`src/rtl/inst_packer.sv`:
```
// Packs R/J-format field tuples into 24-bit instruction words and streams them
// through a small FIFO into instruction memory at consecutive addresses.
module inst_packer #(
    parameter int DEPTH = 4,
    parameter int AW    = 8
) (
    input  logic          clk,
    input  logic          rst_n,
    input  logic          start,
    input  logic [AW-1:0] base_addr,
    input  logic          in_valid,
    output logic          in_ready,
    input  logic          in_last,
    input  logic          jfmt,
    input  logic [5:0]    opc,
    input  logic [4:0]    rs,
    input  logic [4:0]    rt,
    input  logic [2:0]    funcode,
    input  logic [17:0]   jba,
    input  logic          mem_busy,
    output logic          imem_we,
    output logic [AW-1:0] imem_addr,
    output logic [23:0]   imem_wdata,
    output logic          done,
    output logic [AW:0]   count
);

    localparam int PW = (DEPTH > 1) ? $clog2(DEPTH) : 1;
    localparam logic [PW:0] FULL_OCC = (PW + 1)'(DEPTH);
    localparam logic [PW:0] ONE_OCC  = (PW + 1)'(1);

    localparam logic [1:0] IDLE  = 2'd0;
    localparam logic [1:0] RUN   = 2'd1;
    localparam logic [1:0] DRAIN = 2'd2;

    logic [1:0]    state;
    logic [1:0]    state_nxt;
    logic [23:0]   fifo_mem [DEPTH];
    logic [PW:0]   wr_ptr;
    logic [PW:0]   rd_ptr;
    logic [PW:0]   occ;
    logic          empty;
    logic          full;
    logic          push;
    logic          pop;
    logic [23:0]   packed_word;
    logic [AW-1:0] addr;

    // Pointers carry one extra wrap bit so full and empty are distinguishable.
    assign occ   = wr_ptr - rd_ptr;
    assign empty = (occ == '0);
    assign full  = (occ == FULL_OCC);

    assign in_ready = (state == RUN) && !full;
    assign push     = in_valid && in_ready;
    assign pop      = imem_we;

    assign packed_word = jfmt ? {opc, jba} : {opc, rs, rt, 5'b00000, funcode};

    assign imem_we    = !empty && !mem_busy;
    assign imem_addr  = addr;
    assign imem_wdata = fifo_mem[rd_ptr[PW-1:0]];

    // Only DRAIN can pop its final entry, since no push happens outside RUN.
    assign done = (state == DRAIN) && pop && (occ == ONE_OCC);

    always_comb begin
        state_nxt = state;
        case (state)
            IDLE:    if (start) state_nxt = RUN;
            RUN:     if (push && in_last) state_nxt = DRAIN;
            DRAIN:   if (done || empty) state_nxt = IDLE;
            default: state_nxt = IDLE;
        endcase
    end

    always_ff @(posedge clk or negedge rst_n) begin
        if (!rst_n) begin
            state  <= IDLE;
            wr_ptr <= '0;
            rd_ptr <= '0;
            addr   <= '0;
            count  <= '0;
        end else begin
            state <= state_nxt;
            if (push) wr_ptr <= wr_ptr + ONE_OCC;
            if (pop)  rd_ptr <= rd_ptr + ONE_OCC;
            if (state == IDLE && start) begin
                addr  <= base_addr;
                count <= '0;
            end else if (pop) begin
                addr  <= addr + AW'(1);
                count <= count + (AW + 1)'(1);
            end
        end
    end

    // Storage needs no reset: occupancy comes solely from the pointers.
    always_ff @(posedge clk) begin
        if (push) fifo_mem[wr_ptr[PW-1:0]] <= packed_word;
    end

endmodule

```
`config.mk`:
```
export PLATFORM = sky130hd
export DESIGN_NAME = inst_packer
export DESIGN_NICKNAME = d
export VERILOG_FILES = /design/src/rtl/inst_packer.sv
export SDC_FILE = /design/constraint.sdc
export NUM_CORES = 1
export LEC_CHECK = 0
export CAP_MARGIN = 30
export CORE_ASPECT_RATIO = 1.4
export CORE_MARGIN = 4
export CORE_UTILIZATION = 56
export DETAILED_ROUTE_END_ITERATION = 6
export HOLD_SLACK_MARGIN = 0.15
export PLACE_DENSITY = 0.88
export SYNTH_ARGS = -nofsm -noshare
export SYNTH_HDL_FRONTEND = slang
export SYNTH_SLANG_ARGS = --single-unit
```
`constraint.sdc`:
```
create_clock -name clk -period 5.2 [get_ports clk]
set_input_delay 1.3 -clock clk [delete_from_list [all_inputs] [get_ports clk]]
set_output_delay 1.3 -clock clk [all_outputs]
set_load 0.02 [all_outputs]
```
## Yosys cells after proc, flatten, opt, wreduce, memory -nomap -nowiden

Memory sizes are Yosys's and may differ from the RTL's.
Index checks and enable logic that the tools add are counted.

- Reductions and logical operators: 15
- Multipliers: 0
- Mux-type cells: 11
- $add $sub $neg: 5
- Eq/ne operators: 7
- Bitwise logic cells: 0
- Divide/modulo/power cells: 0
- $lt $le $gt $ge: 0
- Shifts and indexed selects: 0

Operator list:

| operator | number |
|---|---|
| 18-bit 2-to-1 mux | 1 |
| 9-bit 2-to-1 mux | 2 |
| 8-bit 2-to-1 mux | 2 |
| 9-bit by 1-bit adder with 9-bit output, second input constant | 1 |
| 8-bit by 1-bit adder with 8-bit output, second input constant | 1 |
| 1-bit logical AND | 7 |
| 3-bit by 1-bit adder with 3-bit output, second input constant | 2 |
| 2-bit 2-to-1 mux | 3 |
| 2-bit case mux with 3 select lines | 1 |
| 2-bit by 1-bit inequality test with 1-bit output, second input constant | 2 |
| 3-bit by 1-bit == test with 1-bit output, second input constant | 1 |
| 3-bit == test, second input constant | 1 |
| 1-bit logical NOT | 3 |
| 3-bit logical NOT | 1 |
| 3-bit AND reduction | 1 |
| 3-bit subtractor | 1 |
| 2-bit by 1-bit == test with 1-bit output, second input constant | 1 |
| 2-bit == test, second input constant | 1 |
| 2-bit logical NOT | 1 |
| 1-bit 2-to-1 mux | 2 |
| 2-bit inequality test, second input constant | 1 |
| 2-bit nonzero test | 1 |
| 1-bit logical OR | 1 |

- Input bits: 52
- Memories: 1
- Bits in writable memories: 96
- Flip-flop bits (word level): 25
- Latch bits: 0
- Word-level logic and storage cells: 44
- Output and inout port bits: 44
- Memory bits (read-only): 0

Memory list:

| name | words | width | rd ports | clocked after Yosys merged registers in | wr ports | RTL line | source |
|---|---|---|---|---|---|---|---|
| fifo_mem | 4 | 24 | 1 | 0 | 1 | 38 | `logic [23:0] fifo_mem [DEPTH];` |

## Logic depth before layout (Yosys ltp)

Gate-level depths: netlist of the first run.

- Depth in word-level cells: 9
- Depth in mapped cells: 8
- Gate-level depth less buffers: 8

## Worst setup path after synthesis of the first run

Ideal clock, no wire load.

- Kind: register -> output
- From: reg wr_ptr[0]
- To: out done
- Arrival time: 2.240 ns
- Required time: 3.900 ns
- Path slack: 1.660 ns
- Cell stages (with the launch flop): 8
- Buffers on the path: 1
- Cells stage by stage: dfrtp_1 -> inv_1 -> ha_1 -> fa_1 -> xnor3_2 -> buf_2 -> nand2_1 -> nor4_1

- Cells in the longest elaborated chain, start to end: 6
- Elaborated cells on any way between the ends: 7
- Those cells by class: 1 x add/sub; 1 x eq/ne; 5 x reduce/logical

RTL lines:

| element | RTL line | source |
|---|---|---|
| from (decl) | 39 | `logic [PW:0] wr_ptr;` |
| from (signal assigned) | 86 | `if (push) wr_ptr <= wr_ptr + ONE_OCC;` |
| 3-bit subtractor (*) | 50 | `assign occ = wr_ptr - rd_ptr;` |
| 3-bit logical NOT | 51 | `assign empty = (occ == '0);` |
| 1-bit logical NOT | 60 | `assign imem_we = !empty && !mem_busy;` |
| 1-bit logical AND | 60 |  |
| 1-bit logical AND | 65 | `assign done = (state == DRAIN) && pop && (occ == ONE_OCC);` |
| 1-bit logical AND (*) | 65 |  |
| to (decl) | 24 | `output logic done,` |

Every way passes the cells marked *; elsewhere a longest branch is shown, timed or not.

## Final worst setup path of the first run

- From: reg wr_ptr[0]
- To: out imem_we

- Cells in the longest elaborated chain, start to end: 4

RTL lines:

| element | RTL line | source |
|---|---|---|
| 3-bit subtractor | 50 |  |
| 3-bit logical NOT | 51 |  |
| 1-bit logical NOT | 60 |  |
| 1-bit logical AND | 60 |  |
| to (decl) | 21 | `output logic imem_we,` |

Every way passes these cells.

==> flow_metrics.env, run 1 <==
export IMPL_hold_path_class="flip-flop to flip-flop"
export IMPL_cts_buffers_inserted=17
export IMPL_netlist_area_um2=5064
export IMPL_cts_root_buf="clkbuf_16"
export IMPL_postSynthAreaPerCell_um2=17.22
export IMPL_setup_ws_ns=0.6591
export IMPL_postCtsHoldBufs=0
export IMPL_die_y_um=120.5
export IMPL_io_buffers=95
export IMPL_ys_seq_elements=121
export IMPL_synth_top_cell_by_area="edfxtp_1"
export IMPL_crit_arrival_ns=3.24
export IMPL_grt_pass1_vias=3285
export IMPL_postLayoutCellArea_um2=6739
export IMPL_worst_slew_margin_rel=0.4414
export IMPL_end_kind="output pin"
export IMPL_ys_types=36
export IMPL_drt_iter0_drc=144
export IMPL_finalClockSkew_ns=0.008325
export IMPL_switching_share=0.3327
export IMPL_grt_pass1_wl_mm=16.48
export IMPL_grt_max_degree=27
export IMPL_p_clk_frac=0.275
export IMPL_cts_sinks=121
export IMPL_synthTopCellsByArea="edfxtp_1 57%, dfrtp_1 12%, mux4_2 11%, mux2_2 2.9%, xnor2_1 2.8%"
export IMPL_die_area_um2=10650
export IMPL_intPower_mw=2.656
export IMPL_p_per_area_nw_per_um2=590.5
export IMPL_final_min_clock_period_ns=4.541
export IMPL_cellLeakagePower_nw=2.382
export IMPL_setup_tns_ns=0
export IMPL_post_synth_top_count_cell="edfxtp_1"
export IMPL_place_area_um2=6175
export IMPL_synth_main_ff_cell="edfxtp_1"
export IMPL_outcome="finished clean"
export IMPL_rsz0062_at_grt="no"
export IMPL_synth_yosys_seq_area_share=0.6929
export IMPL_worstSkewPairLatency_ns=0.40
export IMPL_synth_top_area_share=0.5693
export IMPL_antenna_found_initial=0
export IMPL_clk_pin_slew_worst_paths_ns=0.05
export IMPL_syn_nets=355
export IMPL_routed_wl_mm=10.49
export IMPL_rows=40
export IMPL_drive_gt1_frac=0.1875
export IMPL_syn2layout_area_growth_pct=33.09
export IMPL_cts_tree="done"
export IMPL_synth_commonest_cells="96 x edfxtp_1, 25 x dfrtp_1, 24 x mux4_2"
export IMPL_start_util=0.5815
export IMPL_finalHoldViolations=0
export IMPL_crit_fanout=12
export IMPL_maxSlewViolCount=0
export IMPL_synth_edf_count=96
export IMPL_p_seq_frac=0.342
export IMPL_htree_levels=4
export IMPL_worstMarginPinSlew_ns=0.8353
export IMPL_p_comb_frac=0.382
export IMPL_core_um2=8708
export IMPL_cap_violations=0
export IMPL_track_usage=0.2123
export IMPL_post_drt_wl_per_cell_um=20.14
export IMPL_worst_hold_slack_ns=0.5032
export IMPL_start_kind="flip-flop"
export IMPL_critPathKind="flip-flop to output pin"
export IMPL_grt_overflow=0
export IMPL_cp_required_ns=3.90
export IMPL_hpwl_mm=7.113
export IMPL_yosys_warnings=0
export IMPL_max_vdd_ir_drop_mv=0.3949
export IMPL_diodes=0
export IMPL_via_per_inst=5.676
export IMPL_dp_slack_ns=0.8395
export IMPL_cts_max_path_buffers=2
export IMPL_async_flop_share=0.2066
export IMPL_synthCells=294
export IMPL_cts_setup_buffers=0
export IMPL_fillers=491
export IMPL_final_nets=464
export IMPL_finalSetupViolCount=0
export IMPL_gp_congestion=0.8917
export IMPL_vias=2957
export IMPL_fin_crit_sh=0.8733
export IMPL_cts_repair_resized=0
export IMPL_ios=96
export IMPL_p_switching_mw=1.324
export IMPL_dr_pass1_iters=4
export IMPL_die_w_um=88.37
export IMPL_drc=0
export IMPL_antenna_left=0
export IMPL_fmax_mhz=220.2
## power groups by stage
stage | Sequential [mW] | Clock [mW] | Combinational, mW
final | 1.36 | 1.09 | 1.52
after detailed placement | 1.38 | 0 | 1.53
after global placement | 1.36 | 0 | 1.49
after global routing | 1.38 | 1.16 | 1.64
after CTS | 1.36 | 1.11 | 1.54
after floorplan | 1.40 | 0 | 0.921
## cell type report
class	count	area (um^2)	share of cell area
Sequential cell	121	3510	0.5208
Multi-Input combinational cell	154	1480	0.2196
Timing Repair Buffer	103	1031	0.1530
Clock buffer	20	436.7	0.06480
Tap cell	105	131.4	0.01949
Clock inverter	12	127.6	0.01894
Inverter	6	22.52	0.003342
## worst max-delay path: stages, from the launching register on
cell             delay, ns
dfrtp_1               0.37
inv_1                 0.11
ha_1                  0.23
fa_1                  0.54
and2_1                0.42
a21o_1                0.31
clkinv_1              0.25
clkdlybuf4s50_1       0.61
## cell usage in the layout (no fill, tap or decap), drive strengths merged, types with 2 or more instances in the layout
master	instances
nand3	3
dfrtp	25
o21ai	5
edfxtp	96
clkinv	7
mux2	13
a21oi	9
bufinv	2
nand2b	3
inv	5
xnor2	16
buf	8
nor2	16
clkinvlp	4
nand2	19
clkbuf	20
a211oi	7
a2111oi	2
mux4	24
nand4	3
nand4b	2
and2	10
ha	8
clkdlybuf4s50	95
## per-layer routing
layer | vias to the layer above | GRT usage | part of all wire
met1 | 1459 | 0.2470 | 0.38
met4 | 0 | 0.08412 | 0.016
met3 | 14 | 0.05999 | 0.063
li1 | 1358 | - | -
met2 | 126 | 0.3652 | 0.54
met5 | - | 0 | 0
## sequential cells by signal, indices dropped and copies added (netlist names)
signal     flops
fifo_mem      96
wr_ptr         3
count          9
rd_ptr         3
state          2
imem_addr      8
## final timing paths
| check | endpoint | slack (ns) | cells after the start | from |
|---|---|---|---|---|
| max in group asynchronous | rd_ptr[0] | 3.41 | 2 | rst_n |
| worst max register to register | fifo_mem[0][3] | 2.11 | 7 | wr_ptr[0] |
| worst min register to register | rd_ptr[2] | 0.50 | 1 | rd_ptr[2] |
| worst max-delay path | imem_we | 0.66 | 7 | wr_ptr[0] |
| min in group asynchronous | state[1] | 1.28 | 1 | rst_n |
| worst min-delay path | rd_ptr[2] | 0.50 | 1 | rd_ptr[2] |
## cells by family (layout without fill, tap and decap cells)
kind of cell    count (synthesis)  after routing  synth area share
buf+inv                        19            141           0.01483
compound gates                 29             29           0.03904
mux                            37             37            0.1357
flops                         121            121            0.6929
fa+ha+maj                       9              9           0.02372
xor+xnor                       18             18           0.03410
simple gates                   61             61           0.05980
## per-stage QoR
step | util | instances | total power [mW]
final | 0.7739 | 521 | 3.979
after floorplan | - | 294 | 2.320
after global placement | 0.7059 | 488 | 2.851
after global routing | 0.7739 | 521 | 4.179
after CTS | 0.7739 | 521 | 4.015
after detailed placement | 0.7091 | 489 | 2.902
Note: power is estimated with default switching activity, not from simulation.
==> run 2, diff against run 1 <==
- CAP_MARGIN: 30 -> 25
==> results of run 2 <==
The final DEF is identical to that of run 1; final timing and power are the same.
